--- src/rtl/sram_pipe_ctrl_if.sv ---
// Command, read-response and SRAM pad signals of the pipelined SRAM controller.
// slave = the controller itself, master = the client plus SRAM environment.
interface sram_pipe_ctrl_if #(
    parameter int ADDR_BITS = 20,
    parameter int DATA_BITS = 16
);
    logic                 cmd_valid;
    logic                 cmd_ready;
    logic                 cmd_we;
    logic [ADDR_BITS-1:0] cmd_addr;
    logic [DATA_BITS-1:0] cmd_wdata;

    logic                 rd_valid;
    logic                 rd_ready;
    logic [DATA_BITS-1:0] rd_data;

    logic [ADDR_BITS-1:0] pad_addr;
    logic [DATA_BITS-1:0] pad_write_data;
    logic                 pad_write_data_enable;
    logic                 pad_ce_n;
    logic                 pad_we_n;
    logic                 pad_oe_n;
    logic [DATA_BITS-1:0] pad_read_data;
    logic                 pad_read_data_valid;

    // Both cmd_* and rd_* are valid/ready: a transfer happens on a clock edge
    // where valid && ready; valid holds with stable payload until accepted.
    modport slave (
        input  cmd_valid, cmd_we, cmd_addr, cmd_wdata, rd_ready,
        input  pad_read_data, pad_read_data_valid,
        output cmd_ready, rd_valid, rd_data,
        output pad_addr, pad_write_data, pad_write_data_enable,
        output pad_ce_n, pad_we_n, pad_oe_n
    );

    modport master (
        output cmd_valid, cmd_we, cmd_addr, cmd_wdata, rd_ready,
        output pad_read_data, pad_read_data_valid,
        input  cmd_ready, rd_valid, rd_data,
        input  pad_addr, pad_write_data, pad_write_data_enable,
        input  pad_ce_n, pad_we_n, pad_oe_n
    );
endinterface

--- src/rtl/sram_pipe_ctrl.sv ---
// Pipelined synchronous-SRAM controller: one command per cycle onto registered pads,
// credit-limited reads, bus turnaround on direction change, in-order response FIFO.
module sram_pipe_ctrl #(
    parameter int ADDR_BITS       = 20,
    parameter int DATA_BITS       = 16,
    parameter int READ_LATENCY    = 3,
    parameter int TURNAROUND      = 1,
    parameter int MAX_OUTSTANDING = 4
) (
    input  logic            clk,
    input  logic            reset,
    sram_pipe_ctrl_if.slave bus,
    output logic            busy,
    output logic            err_unexpected
);
    localparam int PTR_W = $clog2(MAX_OUTSTANDING);
    localparam int CNT_W = PTR_W + 1;
    localparam logic [CNT_W:0] MAX_CNT = MAX_OUTSTANDING[CNT_W:0];

    typedef enum logic [1:0] {DRAIN, RUN, TURN} state_t;

    state_t               r_state;
    logic [3:0]           r_cnt;
    logic                 r_last_dir;
    logic [CNT_W-1:0]     r_inflight;
    logic [CNT_W-1:0]     r_fifo_count;
    logic [PTR_W-1:0]     r_wr_ptr;
    logic [PTR_W-1:0]     r_rd_ptr;
    logic [DATA_BITS-1:0] r_mem [MAX_OUTSTANDING];
    logic                 r_err;

    logic [ADDR_BITS-1:0] r_pad_addr;
    logic [DATA_BITS-1:0] r_pad_wdata;
    logic                 r_pad_wen;
    logic                 r_pad_ce_n;
    logic                 r_pad_we_n;
    logic                 r_pad_oe_n;

    logic                 w_dir_change;
    logic                 w_credit_ok;
    logic                 w_cmd_ready;
    logic                 w_accept;
    logic                 w_issue_rd;
    logic                 w_rtn_ok;
    logic                 w_rtn_bad;
    logic                 w_rd_valid;
    logic                 w_pop;
    logic [CNT_W:0]       w_used;

    assign w_used       = {1'b0, r_inflight} + {1'b0, r_fifo_count};
    assign w_credit_ok  = w_used < MAX_CNT;
    assign w_dir_change = bus.cmd_valid && (bus.cmd_we != r_last_dir) && (TURNAROUND != 0);
    assign w_cmd_ready  = !reset && (r_state == RUN) && w_credit_ok && !w_dir_change;
    assign w_accept     = bus.cmd_valid && w_cmd_ready;
    assign w_issue_rd   = w_accept && !bus.cmd_we;

    // Returns during DRAIN belong to reads discarded by reset and are silently absorbed.
    assign w_rtn_ok   = bus.pad_read_data_valid && (r_state != DRAIN) && (r_inflight != '0);
    assign w_rtn_bad  = bus.pad_read_data_valid && (r_state != DRAIN) && (r_inflight == '0);
    assign w_rd_valid = !reset && (r_fifo_count != '0);
    assign w_pop      = w_rd_valid && bus.rd_ready;

    assign bus.cmd_ready             = w_cmd_ready;
    assign bus.rd_valid              = w_rd_valid;
    assign bus.rd_data               = r_mem[r_rd_ptr];
    assign bus.pad_addr              = r_pad_addr;
    assign bus.pad_write_data        = r_pad_wdata;
    assign bus.pad_write_data_enable = r_pad_wen;
    assign bus.pad_ce_n              = r_pad_ce_n;
    assign bus.pad_we_n              = r_pad_we_n;
    assign bus.pad_oe_n              = r_pad_oe_n;

    assign busy           = reset || (r_state != RUN) || (r_inflight != '0) || (r_fifo_count != '0);
    assign err_unexpected = r_err;

    // The RUN cycle that detects a direction change is the first idle turnaround
    // cycle; TURN covers the remaining TURNAROUND-1 cycles.
    always_ff @(posedge clk) begin
        if (reset) begin
            r_state     <= DRAIN;
            r_cnt       <= 4'(READ_LATENCY);
            r_last_dir  <= 1'b0;
            r_pad_addr  <= '0;
            r_pad_wdata <= '0;
            r_pad_wen   <= 1'b0;
            r_pad_ce_n  <= 1'b1;
            r_pad_we_n  <= 1'b1;
            r_pad_oe_n  <= 1'b1;
        end else begin
            case (r_state)
                DRAIN: begin
                    if (r_cnt == 4'd0) r_state <= RUN;
                    else               r_cnt   <= r_cnt - 4'd1;
                end
                RUN: begin
                    if (w_accept) begin
                        r_last_dir <= bus.cmd_we;
                    end else if (w_dir_change) begin
                        if (TURNAROUND == 1) begin
                            r_last_dir <= bus.cmd_we;
                        end else begin
                            r_state <= TURN;
                            r_cnt   <= 4'(TURNAROUND - 2);
                        end
                    end
                end
                TURN: begin
                    if (r_cnt == 4'd0) begin
                        r_last_dir <= ~r_last_dir;
                        r_state    <= RUN;
                    end else begin
                        r_cnt <= r_cnt - 4'd1;
                    end
                end
                default: r_state <= DRAIN;
            endcase

            r_pad_ce_n <= !w_accept;
            r_pad_we_n <= !(w_accept && bus.cmd_we);
            r_pad_oe_n <= !(w_accept && !bus.cmd_we);
            r_pad_wen  <= w_accept && bus.cmd_we;
            if (w_accept)              r_pad_addr  <= bus.cmd_addr;
            if (w_accept && bus.cmd_we) r_pad_wdata <= bus.cmd_wdata;
        end
    end

    always_ff @(posedge clk) begin
        if (reset) begin
            r_inflight   <= '0;
            r_fifo_count <= '0;
            r_wr_ptr     <= '0;
            r_rd_ptr     <= '0;
            r_err        <= 1'b0;
        end else begin
            case ({w_issue_rd, w_rtn_ok})
                2'b10:   r_inflight <= r_inflight + 1'b1;
                2'b01:   r_inflight <= r_inflight - 1'b1;
                default: r_inflight <= r_inflight;
            endcase
            case ({w_rtn_ok, w_pop})
                2'b10:   r_fifo_count <= r_fifo_count + 1'b1;
                2'b01:   r_fifo_count <= r_fifo_count - 1'b1;
                default: r_fifo_count <= r_fifo_count;
            endcase
            if (w_rtn_ok)  r_wr_ptr <= r_wr_ptr + 1'b1;
            if (w_pop)     r_rd_ptr <= r_rd_ptr + 1'b1;
            if (w_rtn_bad) r_err    <= 1'b1;
        end
    end

    // Credits bound inflight + occupancy to the depth, so a push never finds the FIFO full.
    always_ff @(posedge clk) begin
        if (w_rtn_ok) r_mem[r_wr_ptr] <= bus.pad_read_data;
    end
endmodule
--- src/flat_wrapper.sv ---
// flat-port wrapper written by rule: the top's interface ports become plain ports
module sram_pipe_ctrl_flat 
#(
    parameter int ADDR_BITS       = 20,
    parameter int DATA_BITS       = 16,
    parameter int READ_LATENCY    = 3,
    parameter int TURNAROUND      = 1,
    parameter int MAX_OUTSTANDING = 4
)
  (clk, reset, busy, err_unexpected, bus_cmd_valid, bus_cmd_we, bus_cmd_addr, bus_cmd_wdata, bus_rd_ready, bus_pad_read_data, bus_pad_read_data_valid, bus_cmd_ready, bus_rd_valid, bus_rd_data, bus_pad_addr, bus_pad_write_data, bus_pad_write_data_enable, bus_pad_ce_n, bus_pad_we_n, bus_pad_oe_n);
  sram_pipe_ctrl_if #(.ADDR_BITS(ADDR_BITS), .DATA_BITS(DATA_BITS)) bus_i ();
  input  logic clk;
  input  logic reset;
  output logic busy;
  output logic err_unexpected;
  input wire logic [$bits(bus_i.cmd_valid)-1:0] bus_cmd_valid;
  input wire logic [$bits(bus_i.cmd_we)-1:0] bus_cmd_we;
  input wire logic [$bits(bus_i.cmd_addr)-1:0] bus_cmd_addr;
  input wire logic [$bits(bus_i.cmd_wdata)-1:0] bus_cmd_wdata;
  input wire logic [$bits(bus_i.rd_ready)-1:0] bus_rd_ready;
  input wire logic [$bits(bus_i.pad_read_data)-1:0] bus_pad_read_data;
  input wire logic [$bits(bus_i.pad_read_data_valid)-1:0] bus_pad_read_data_valid;
  output wire logic [$bits(bus_i.cmd_ready)-1:0] bus_cmd_ready;
  output wire logic [$bits(bus_i.rd_valid)-1:0] bus_rd_valid;
  output wire logic [$bits(bus_i.rd_data)-1:0] bus_rd_data;
  output wire logic [$bits(bus_i.pad_addr)-1:0] bus_pad_addr;
  output wire logic [$bits(bus_i.pad_write_data)-1:0] bus_pad_write_data;
  output wire logic [$bits(bus_i.pad_write_data_enable)-1:0] bus_pad_write_data_enable;
  output wire logic [$bits(bus_i.pad_ce_n)-1:0] bus_pad_ce_n;
  output wire logic [$bits(bus_i.pad_we_n)-1:0] bus_pad_we_n;
  output wire logic [$bits(bus_i.pad_oe_n)-1:0] bus_pad_oe_n;
  assign bus_i.cmd_valid = bus_cmd_valid;
  assign bus_i.cmd_we = bus_cmd_we;
  assign bus_i.cmd_addr = bus_cmd_addr;
  assign bus_i.cmd_wdata = bus_cmd_wdata;
  assign bus_i.rd_ready = bus_rd_ready;
  assign bus_i.pad_read_data = bus_pad_read_data;
  assign bus_i.pad_read_data_valid = bus_pad_read_data_valid;
  assign bus_cmd_ready = bus_i.cmd_ready;
  assign bus_rd_valid = bus_i.rd_valid;
  assign bus_rd_data = bus_i.rd_data;
  assign bus_pad_addr = bus_i.pad_addr;
  assign bus_pad_write_data = bus_i.pad_write_data;
  assign bus_pad_write_data_enable = bus_i.pad_write_data_enable;
  assign bus_pad_ce_n = bus_i.pad_ce_n;
  assign bus_pad_we_n = bus_i.pad_we_n;
  assign bus_pad_oe_n = bus_i.pad_oe_n;
  sram_pipe_ctrl #(.ADDR_BITS(ADDR_BITS), .DATA_BITS(DATA_BITS), .READ_LATENCY(READ_LATENCY), .TURNAROUND(TURNAROUND), .MAX_OUTSTANDING(MAX_OUTSTANDING)) u_core (.clk(clk), .reset(reset), .bus(bus_i), .busy(busy), .err_unexpected(err_unexpected));
endmodule
--- config.mk ---
export PLATFORM = sky130hd
export DESIGN_NAME = sram_pipe_ctrl_flat
export DESIGN_NICKNAME = d
export VERILOG_FILES = /design/src/rtl/sram_pipe_ctrl_if.sv /design/src/rtl/sram_pipe_ctrl.sv /design/src/flat_wrapper.sv
export SDC_FILE = /design/constraint.sdc
export NUM_CORES = 1
export LEC_CHECK = 0
export BUFFER_PORTS_ARGS = -buffer_cell sky130_fd_sc_hd__buf_2
export CAP_MARGIN = 5
export CORE_MARGIN = 1.5
export CORE_UTILIZATION = 48
export CTS_CLUSTER_DIAMETER = 200
export DETAILED_ROUTE_END_ITERATION = 7
export HOLD_SLACK_MARGIN = 0.05
export PLACE_DENSITY = 0.8
export RECOVER_POWER = 25
export SYNTH_ARGS = -nofsm -noshare
export SYNTH_HDL_FRONTEND = slang
export SYNTH_SLANG_ARGS = --single-unit
export TNS_END_PERCENT = 100
--- constraint.sdc ---
create_clock -name clk -period 2.11 [get_ports clk]
set_clock_uncertainty 0.1 [all_clocks]
set_input_delay 0 -clock clk [delete_from_list [all_inputs] [get_ports clk]]
set_output_delay 0 -clock clk [all_outputs]
set_load 0.005 [all_outputs]
==> results.py <==
metrics = {
    "pwr": {
        "power.density_nw_per_um2": 846,
        "leakage_nw": 2.94,
        "ir_worst_vdd_mv": 0.645,
        "total_power_mw": 5.98,
    },
    "synth": {
        "synthSimpleGateAreaFrac_pct": 9.50,
        "synth-edff-count": 64,
        "yosys.area.top_type": "edfxtp_1",
        "synth-main-ff-cell": "edfxtp_1",
        "ys_seq_area_share_pct": 64.7,
        "synth_mux_area_share_pct": 16.3,
        "synth.cell_area_um2": 4800,
        "yosys_warnings": 0,
        "ys_ff_latch": 123,
        "synth-compound-area-share_pct": 1.30,
        "synth_top_area_share_pct": 40.1,
        "synth_xor_area_share_pct": 2.01,
        "syn-instance-count": 323,
        "synth_fp_nets": 392,
        "synth.area.top_cells": "edfxtp_1 (40%), dfxtp_1 (25%), mux4_2 (7.5%)",
        "synth.distinct_cells": 34,
        "async_flop_share_pct": 0,
        "synth_top_family_by_area": "multiplexers",
        "syn-mean-instance-area_um2": 14.8,
        "synth_fa_ha_area_share_pct": 3.18,
    },
    "clocking": {
        "clk_pin_slew_worst_paths_ns": 0.06,
        "clock_sinks": 123,
        "clock_latency_ns": 0.50,
        "cts_tree": "yes",
        "h-tree-depth": 4,
        "cts_buffers": 17,
        "clockBufferDepth": 2,
        "cts_root_buf": "clkbuf_8",
    },
    "floorplan": {
        "initial_core_util_pct": 49.3,
        "ios": 118,
        "rows": 36,
        "core_um2": 9730,
        "die_area_um2": 10600,
        "die-height_um": 103,
        "dieWidth_um": 103,
    },
    "route": {
        "vias": 3361,
        "first_pass_iters": 4,
        "drc": 0,
        "viasPerCell": 4.91,
        "routed_wl_um": 11100,
        "drt_iter0_drc": 118,
        "antenna_left": 0,
        "wl_per_cell_um": 16.3,
    },
    "global_routing": {
        "grt_pass1_vias": 3443,
        "antenna_found_initial": 0,
        "grt_overflow": 0,
        "grt_pass1_wl_um": 16300,
        "grt_max_degree": 38,
        "grt_use_total_pct": 21.0,
    },
    "hold_path": {
        "hold_end": "u_core.bus.pad_write_data[8]",
        "hold_class": "input port to flip-flop",
        "min-delay-start": "bus_cmd_wdata[8]",
        "min_path_cells": 3,
    },
    "final_layout": {
        "final_area_um2": 7060,
        "nets": 607,
        "final_cell_mix": "buf_2 (102), edfxtp_1 (64), dlygate4sd3_1 (62)",
        "finalNonFillerCells": 684,
        "fin_util_pct": 72.6,
        "final_common_cell": "buf_2",
        "area_growth_pct": 47.2,
        "antenna_cells": 0,
        "drive_gt1_share_pct": 40.5,
    },
    "sta": {
        "slew_headroom_pct": 72.9,
        "final.setup.worst_slack_ns": -0.260,
        "max_freq_mhz": 422,
        "layout_min_cycle_time_ns": 2.37,
        "tightest_slew_ns": 0.402,
        "rsz0062_at_grt": "true",
        "finalSetupTns_ns": -0.582,
        "fin_crit_sh_pct": 112,
        "hold_viol_final": 0,
        "finalSetupViolations": 3,
        "final_max_slew_viol_count": 0,
        "holdWs_ns": 0.153,
    },
    "placed_design": {
        "hpwl_um": 5920,
        "pre_cts_ws_ns": -0.210,
        "dpl.cell_count": 580,
        "io_buffers": 117,
        "placed_area_um2": 5640,
        "place_congestion": 0.863,
    },
    "critical_path": {
        "cp-start-kind": "flip-flop",
        "worstSetupPathType": "flip-flop to flip-flop",
        "timing.rr.end": "u_core.r_inflight[2]",
        "cp.required_ns": 2.43,
        "timing.rr.start": "u_core.r_inflight[2]",
        "r2r_setup_slack_ns": -0.26,
        "cp_max_fo": 2,
        "end_kind": "flip-flop",
        "rr_worst_depth": 10,
        "cp.arrival_ns": 2.69,
        "crit_start": "u_core.r_inflight[2]",
    },
    "status": {
        "status": "finished with violations",
        "violations": "negative setup slack",
    },
    "flow_run": {
        "maxCapViolations": 0,
    },
}
## synth_stat cells (4+ instances only)
cell type and instances:
a21oi_1 6, and2_1 4, buf_2 6, clkbuf_1 4
dfxtp_1 59, edfxtp_1 64, ha_1 9, inv_1 13
mux2_2 8, mux2_4 8, mux2i_1 21, mux4_2 16
nand2_1 5, nand3_1 4, nor2_1 41, nor2b_1 17
xnor2_1 7, xor2_1 4
## worst max-delay path by stage
stage,to,slack [ns],depth (start not counted)
after CTS,u_core.r_inflight[2],-0.18,10
final,u_core.r_inflight[2],-0.26,10
after floorplan,u_core.r_inflight[2],-0.06,10
after global routing,u_core.r_inflight[2],-0.31,10
after detailed placement,u_core.r_inflight[2],-0.21,10
after global placement,u_core.r_inflight[2],-0.06,10
## cells by family after synthesis
family,Yosys count
flops,123
simple gates,86
mux,53
buf+inv,28
compound gates,11
xor+xnor,11
fa+ha+maj,11
## report_power, final
group / leakage (nW) / switching, mW / internal (mW)
Clock: 0.300 / 1.10 / 1.94
Combinational: 1.59 / 0.156 / 0.204
Sequential: 1.05 / 0.0273 / 2.55
Total: 2.94 / 1.28 / 4.70
## flip-flops by register name, indices dropped and copies added (netlist names), 2 cells and up, named ones only
| name | flops |
|---|---|
| u_core.r_wr_ptr | 2 |
| u_core.r_cnt | 4 |
| u_core.r_mem | 64 |
| u_core.bus.pad_write_data | 16 |
| u_core.r_fifo_count | 3 |
| u_core.r_inflight | 3 |
| u_core.bus.pad_addr | 20 |
| u_core.r_rd_ptr | 2 |
## cell type report
| cell class | count | area, µm² |
|---|---|---|
| clock buffer | 17 | 414 |
| clock inverter | 15 | 211 |
| fill | 627 | 2670 |
| inverter | 13 | 48.8 |
| multi-input combinational | 175 | 1700 |
| sequential | 123 | 3110 |
| tap | 133 | 166 |
| timing repair buffer | 208 | 1410 |
## timing repair
action | 4_1_cts | 5_1_grt
setup buffers | 1 | 7
gates cloned | 1 | 2
gates resized for setup | 13 | 15
endpoints found under the hold margin | 122 | 0
hold buffers | 62 | 0
setup endpoints to repair | 19 | 11
pin swaps | 2 | 8
## routing by layer
metal | wire (µm) | track usage [%]
met5 | 0 | 0
met4 | 215 | 8.00
met3 | 687 | 6.92
met2 | 5930 | 38.2
met1 | 4300 | 22.6
## critical path, stage by stage (launching register included)
cell     delay [ns]
dfxtp_4        0.35
ha_4           0.24
nor4b_4        0.24
and3_4         0.25
nand2_4        0.06
ha_4           0.18
inv_2          0.05
fa_2           0.19
xor2_1         0.08
or3_4          0.37
a21oi_4        0.17
Note: power is estimated with default switching activity, not from simulation.
